`src/rtl/duplex_ctrl.sv`:
```
// Half-duplex push-to-talk scheduler for the shared DDS / modulator / demodulator path.
// Sequences RX_SETTLE -> RX -> GUARD_TX -> TX_SETTLE -> TX -> GUARD_RX, and owns the
// centre-frequency word and the AM/FM select. New settings are accepted into shadow
// registers at any time and reach the carrier path only on settle entry, so the DDS
// never retunes while audio is live.
module duplex_ctrl #(
    parameter int unsigned            PHASE_WIDTH   = 32,
    parameter int unsigned            GUARD_CYCLES  = 1000,
    parameter int unsigned            SETTLE_CYCLES = 4000,
    parameter logic [PHASE_WIDTH-1:0] RST_RX_WORD   = PHASE_WIDTH'(459561501),
    parameter logic [PHASE_WIDTH-1:0] RST_TX_WORD   = PHASE_WIDTH'(459561501),
    parameter logic                   RST_AM_SEL    = 1'b1
) (
    input  logic                   clk_in,
    input  logic                   sys_rst_n,
    input  logic                   ptt_req,
    input  logic                   cfg_valid,
    output logic                   cfg_ready,
    input  logic [PHASE_WIDTH-1:0] cfg_tx_word,
    input  logic [PHASE_WIDTH-1:0] cfg_rx_word,
    input  logic                   cfg_am_sel,
    output logic [PHASE_WIDTH-1:0] center_fre,
    output logic                   am_sel,
    output logic                   mod_en,
    output logic                   demod_en,
    output logic                   tx_mute,
    output logic                   rx_mute,
    output logic [2:0]             state
);

    typedef enum logic [2:0] {
        StRxSettle = 3'd0,
        StRx       = 3'd1,
        StGuardTx  = 3'd2,
        StTxSettle = 3'd3,
        StTx       = 3'd4,
        StGuardRx  = 3'd5
    } state_e;

    localparam int unsigned CntMax = (GUARD_CYCLES > SETTLE_CYCLES) ? GUARD_CYCLES
                                                                     : SETTLE_CYCLES;
    localparam int unsigned CntW   = (CntMax > 1) ? $clog2(CntMax) : 1;
    localparam logic [CntW-1:0] GuardLast  = CntW'(GUARD_CYCLES - 1);
    localparam logic [CntW-1:0] SettleLast = CntW'(SETTLE_CYCLES - 1);

    state_e                 state_q, state_d;
    logic [CntW-1:0]        cnt_q, cnt_d;
    logic                   pending_q, pending_d;
    logic                   cfg_ready_q, cfg_ready_d;
    logic [PHASE_WIDTH-1:0] shadow_tx_q, shadow_tx_d;
    logic [PHASE_WIDTH-1:0] shadow_rx_q, shadow_rx_d;
    logic                   shadow_am_q, shadow_am_d;
    logic [PHASE_WIDTH-1:0] center_q, center_d;
    logic                   am_q, am_d;
    logic                   mod_en_q, mod_en_d;
    logic                   demod_en_q, demod_en_d;
    logic                   tx_mute_q, tx_mute_d;
    logic                   rx_mute_q, rx_mute_d;
    logic                   xfer;
    logic                   enter_rx_settle;
    logic                   enter_tx_settle;

    // Next state, counter, config handshake/apply and registered-output decode.
    always_comb begin
        state_d     = state_q;
        cnt_d       = cnt_q + CntW'(1);
        pending_d   = pending_q;
        shadow_tx_d = shadow_tx_q;
        shadow_rx_d = shadow_rx_q;
        shadow_am_d = shadow_am_q;
        center_d    = center_q;
        am_d        = am_q;
        mod_en_d    = 1'b0;
        demod_en_d  = 1'b0;
        tx_mute_d   = 1'b1;
        rx_mute_d   = 1'b1;

        xfer = cfg_valid & cfg_ready_q;

        case (state_q)
            StRxSettle: if (cnt_q == SettleLast) state_d = StRx;
            StGuardTx:  if (cnt_q == GuardLast)  state_d = StTxSettle;
            StTxSettle: if (cnt_q == SettleLast) state_d = StTx;
            StGuardRx:  if (cnt_q == GuardLast)  state_d = StRxSettle;
            StRx: begin
                // Transmit request outranks a receive-side retune.
                if (ptt_req)        state_d = StGuardTx;
                else if (pending_q) state_d = StGuardRx;
            end
            StTx: begin
                if (!ptt_req)       state_d = StGuardRx;
                else if (pending_q) state_d = StGuardTx;
            end
            default: state_d = StRxSettle;
        endcase

        // Steady states keep the counter parked at zero; any change restarts it.
        if (state_d != state_q || state_q == StRx || state_q == StTx) begin
            cnt_d = '0;
        end

        enter_rx_settle = (state_d == StRxSettle) && (state_q != StRxSettle);
        enter_tx_settle = (state_d == StTxSettle) && (state_q != StTxSettle);

        if (enter_rx_settle) begin
            center_d  = shadow_rx_q;
            am_d      = shadow_am_q;
            pending_d = 1'b0;
        end else if (enter_tx_settle) begin
            center_d  = shadow_tx_q;
            am_d      = shadow_am_q;
            pending_d = 1'b0;
        end

        // A transfer on an apply edge lands after the copy and stays pending.
        if (xfer) begin
            shadow_tx_d = cfg_tx_word;
            shadow_rx_d = cfg_rx_word;
            shadow_am_d = cfg_am_sel;
            pending_d   = 1'b1;
        end

        cfg_ready_d = ~pending_d;

        case (state_d)
            StRxSettle: demod_en_d = 1'b1;
            StRx: begin
                demod_en_d = 1'b1;
                rx_mute_d  = 1'b0;
            end
            StTxSettle: mod_en_d = 1'b1;
            StTx: begin
                mod_en_d  = 1'b1;
                tx_mute_d = 1'b0;
            end
            default: ;
        endcase
    end

    // State and datapath registers with synchronous active-low reset.
    always_ff @(posedge clk_in) begin
        if (!sys_rst_n) begin
            state_q     <= StRxSettle;
            cnt_q       <= '0;
            pending_q   <= 1'b0;
            cfg_ready_q <= 1'b0;
            shadow_tx_q <= RST_TX_WORD;
            shadow_rx_q <= RST_RX_WORD;
            shadow_am_q <= RST_AM_SEL;
            center_q    <= RST_RX_WORD;
            am_q        <= RST_AM_SEL;
            mod_en_q    <= 1'b0;
            demod_en_q  <= 1'b0;
            tx_mute_q   <= 1'b1;
            rx_mute_q   <= 1'b1;
        end else begin
            state_q     <= state_d;
            cnt_q       <= cnt_d;
            pending_q   <= pending_d;
            cfg_ready_q <= cfg_ready_d;
            shadow_tx_q <= shadow_tx_d;
            shadow_rx_q <= shadow_rx_d;
            shadow_am_q <= shadow_am_d;
            center_q    <= center_d;
            am_q        <= am_d;
            mod_en_q    <= mod_en_d;
            demod_en_q  <= demod_en_d;
            tx_mute_q   <= tx_mute_d;
            rx_mute_q   <= rx_mute_d;
        end
    end

    assign cfg_ready  = cfg_ready_q;
    assign center_fre = center_q;
    assign am_sel     = am_q;
    assign mod_en     = mod_en_q;
    assign demod_en   = demod_en_q;
    assign tx_mute    = tx_mute_q;
    assign rx_mute    = rx_mute_q;
    assign state      = state_q;

endmodule

```
`config.mk`:
```
export PLATFORM = sky130hd
export DESIGN_NAME = duplex_ctrl
export DESIGN_NICKNAME = d
export VERILOG_FILES = /design/src/rtl/duplex_ctrl.sv
export SDC_FILE = /design/constraint.sdc
export NUM_CORES = 1
export LEC_CHECK = 0
export ABC_AREA = 1
export CAP_MARGIN = 20
export CORE_MARGIN = 2
export CORE_UTILIZATION = 30
export CTS_CLUSTER_DIAMETER = 200
export DETAILED_ROUTE_END_ITERATION = 16
export GPL_TIMING_DRIVEN = 0
export SLEW_MARGIN = 20
export SYNTH_ARGS = -nofsm -noshare
export SYNTH_HDL_FRONTEND = slang
export SYNTH_SLANG_ARGS = --single-unit
```
`constraint.sdc`:
```
create_clock -name clk_in -period 5.1 [get_ports clk_in]
set_input_delay 0.765 -clock clk_in [delete_from_list [all_inputs] [get_ports clk_in]]
set_output_delay 0.765 -clock clk_in [all_outputs]
set_load 0.05 [all_outputs]
```
==> impl_metrics.yaml <==
timing:
  finalCritPeriodShare_pct: 50.0
  drv_slew: 0
  hold_violations: 0
  setup-tns-final_ns: 0
  finClkSkew_ns: 0.00837
  slew-limit-headroom_pct: 57.5
  rsz0062_at_grt: "false"
  tightestPinTransition_ns: 0.638
  finalSetupViolations: 0
  max_freq_mhz: 392
  min_period_ns: 2.55
  hold-worst-slack_ns: 0.468
routing:
  wl_mm: 14.9
  viasPerCell: 4.73
  dr.pass1.iters: 5
  final_antenna_net_count: 0
  drtIter0Drc: 289
  wire_per_inst_um: 14.6
  drc_errors: 0
  num_vias: 4808
synth:
  netlist-cell-type-count: 28
  ys_async_sr_fraction_pct: 0
  yosysMostFrequentCell: "nand2_1"
  ys_ff_latch: 119
  synthTopCellsByCount: "143 x nand2_1, 119 x dfxtp_1, 106 x nor2_1"
  ys.flop_type: "dfxtp_1"
  synth-edff-count: 0
  yosys.area.top_type: "dfxtp_1"
  syn-instance-count: 662
  yosys_warnings: 0
  syn_area_per_cell_um2: 7.37
  yosys.area.top_type_share_pct: 48.8
  syn_nets: 733
  synth.area.top_cells: "dfxtp_1 49%, nand2_1 11%, nand3_1 8.4%"
  synth_area_um2: 4880
  seq_area_frac_synth_pct: 48.8
layout:
  area_delta_synth_final_pct: 40.4
  ff_latch_area_um2: 2380
  multi_input_area_um2: 2140
  drive_gt1_share_pct: 7.37
  antenna_cells: 0
  fillers: 1677
  nets: 861
global_routing:
  grt_max_degree: 17
  grt_pass1_vias: 4579
  grt-ovfl-total: 0
  antenna_found_initial: 0
  grt_pass1_wl_mm: 23.8
  grt_usage_pct: 17.5
floorplanning:
  coreArea_um2: 15900
  num_rows: 46
  initial_utilization_pct: 30.7
  die_area_um2: 17300
  io-pin-count: 110
  die_x_um: 132
  die_h_um: 132
critical_path:
  cp-start-kind: "flop"
  path_depth: 1
  worstSetupStartpoint: "state[0]"
  crit_end: "state[0]"
  cp.arrival_ns: 1.78
  crit_buf_inv: 1
  r2r-start: "cnt_q[0]"
  r2r_end: "center_fre[11]"
  path_class: "reg -> out"
  r2r_setup_slack_ns: 2.89
  cp_top_family: "buffers and inverters"
  crit_slowest_cell: "clkdlybuf4s50_1"
  crit_path_max_incr_delay_ns: 0.87
  critPathMaxFanout: 7
  reg2regPathDepth: 8
  crit_path_cell_trace: "clkdlybuf4s50_1"
  worstSetupEndpointType: "primary output"
  required_ns: 4.34
hold_path:
  min_path_type: "reg -> reg"
placed_design:
  dp_hpwl_mm: 10.7
  gp_congestion: 0.821
  port_buffers: 109
clocking:
  ctsResizeCount: 0
  clk_pin_slew_ns: 0.06
  root_buffer: "clkbuf_16"
  cts_buffers: 17
  clk_latency_ns: 0.42
  clkSinkCount: 119
  cts_tree: "done"
  h-tree-depth: 4
  clk_path_buf_depth: 2
  cts_hold_buf: 0
  post_cts_buffers: 0
power:
  power_density_nw_per_um2: 354
  p_leak_uw: 0.00284
  ir_worst_vdd_v: 0.000247
  finalPower_uw: 2430
run:
  cap_violations: 0
outcome:
  outcome: "completed"
logic make-up (layout without fill, tap and decap cells):
group / after synthesis / in the layout / share of synthesized area (%)
and+or+nand+nor: 408 / 408 / 37.7
DFF: 119 / 119 / 48.8
buffers and inverters: 84 / 223 / 7.23
AOI/OAI and AO/OA: 42 / 42 / 4.44
xor gates and xnor gates: 7 / 7 / 1.26
adders and majority gates: 2 / 2 / 0.513
worst min path at each step:
stage,start,to,slack [ns],cells past startpoint
2_1_floorplan,shadow_am_q,am_sel,0.43,2
3_3_place_gp,shadow_am_q,am_sel,0.45,2
3_5_place_dp,shadow_rx_q[11],shadow_rx_q[11],0.46,2
4_1_cts,shadow_rx_q[11],shadow_rx_q[11],0.47,2
5_1_grt,shadow_tx_q[0],shadow_tx_q[0],0.48,2
6_report,shadow_am_q,am_sel,0.47,2
cells in the final DEF, fill, tap and decap left out, types with 2 or more instances in the layout:
cell and instances:
nand2_1 143, clkbuf_1 34, clkinv_2 3, ha_1 2
nand3_1 82, clkinvlp_4 2, buf_6 2, nor3_1 7
clkdlybuf4s50_1 109, buf_4 4, buf_1 2, clkbuf_16 17
buf_2 6, bufinv_16 4, clkbuf_8 2, nor2_2 10
nand4_1 53, a21oi_1 2, dfxtp_1 119, inv_2 2
nor2_1 106, o21ai_0 37, inv_1 36, xor2_1 6
nand3_2 2
registers in the layout (all words and copies together), names as in the netlist:
| register | cells |
|---|---|
| center_fre | 32 |
| shadow_rx_q | 32 |
| shadow_tx_q | 32 |
| cnt_q | 12 |
| state | 3 |
| am_sel | 1 |
| cfg_ready | 1 |
| demod_en | 1 |
| mod_en | 1 |
| pending_q | 1 |
| rx_mute | 1 |
| shadow_am_q | 1 |
| tx_mute | 1 |
per-layer routing:
layer	vias up	track usage, %	share of wire (%)
li1	2433	-	-
met2	153	27.1	45
met5	-	0	0
met4	0	8.39	2.5
met3	22	3.59	6.1
met1	2200	23.4	46
power breakdown:
group          switching, uW  internal, uW  total, uW
combinational           93.3          85.0        178
sequential              24.4           974        999
clock                    415           834       1250
through the flow:
step                utilization (%)  cells  instance area (um^2)  setup slack, ns
finish                         43.1   1017                  6850             2.55
floorplan                         -    662                  4880             3.00
global route                   43.1   1017                  6850             2.51
detailed placement             39.3    987                  6240             2.38
CTS                            43.1   1017                  6850             2.52
global placement               39.3    987                  6240             2.35
area by class of cell:
cell class / count / share of cell area (%)
Clock inverter: 9 / 2.19
Clock buffer: 21 / 6.72
Inverter: 38 / 2.08
Tap cell: 216 / 3.94
Multi-Input combinational cell: 459 / 31.3
Timing Repair Buffer: 109 / 15.9
Sequential cell: 119 / 34.8
Buffer: 46 / 3.07
Power figures use the tool's default switching activity.
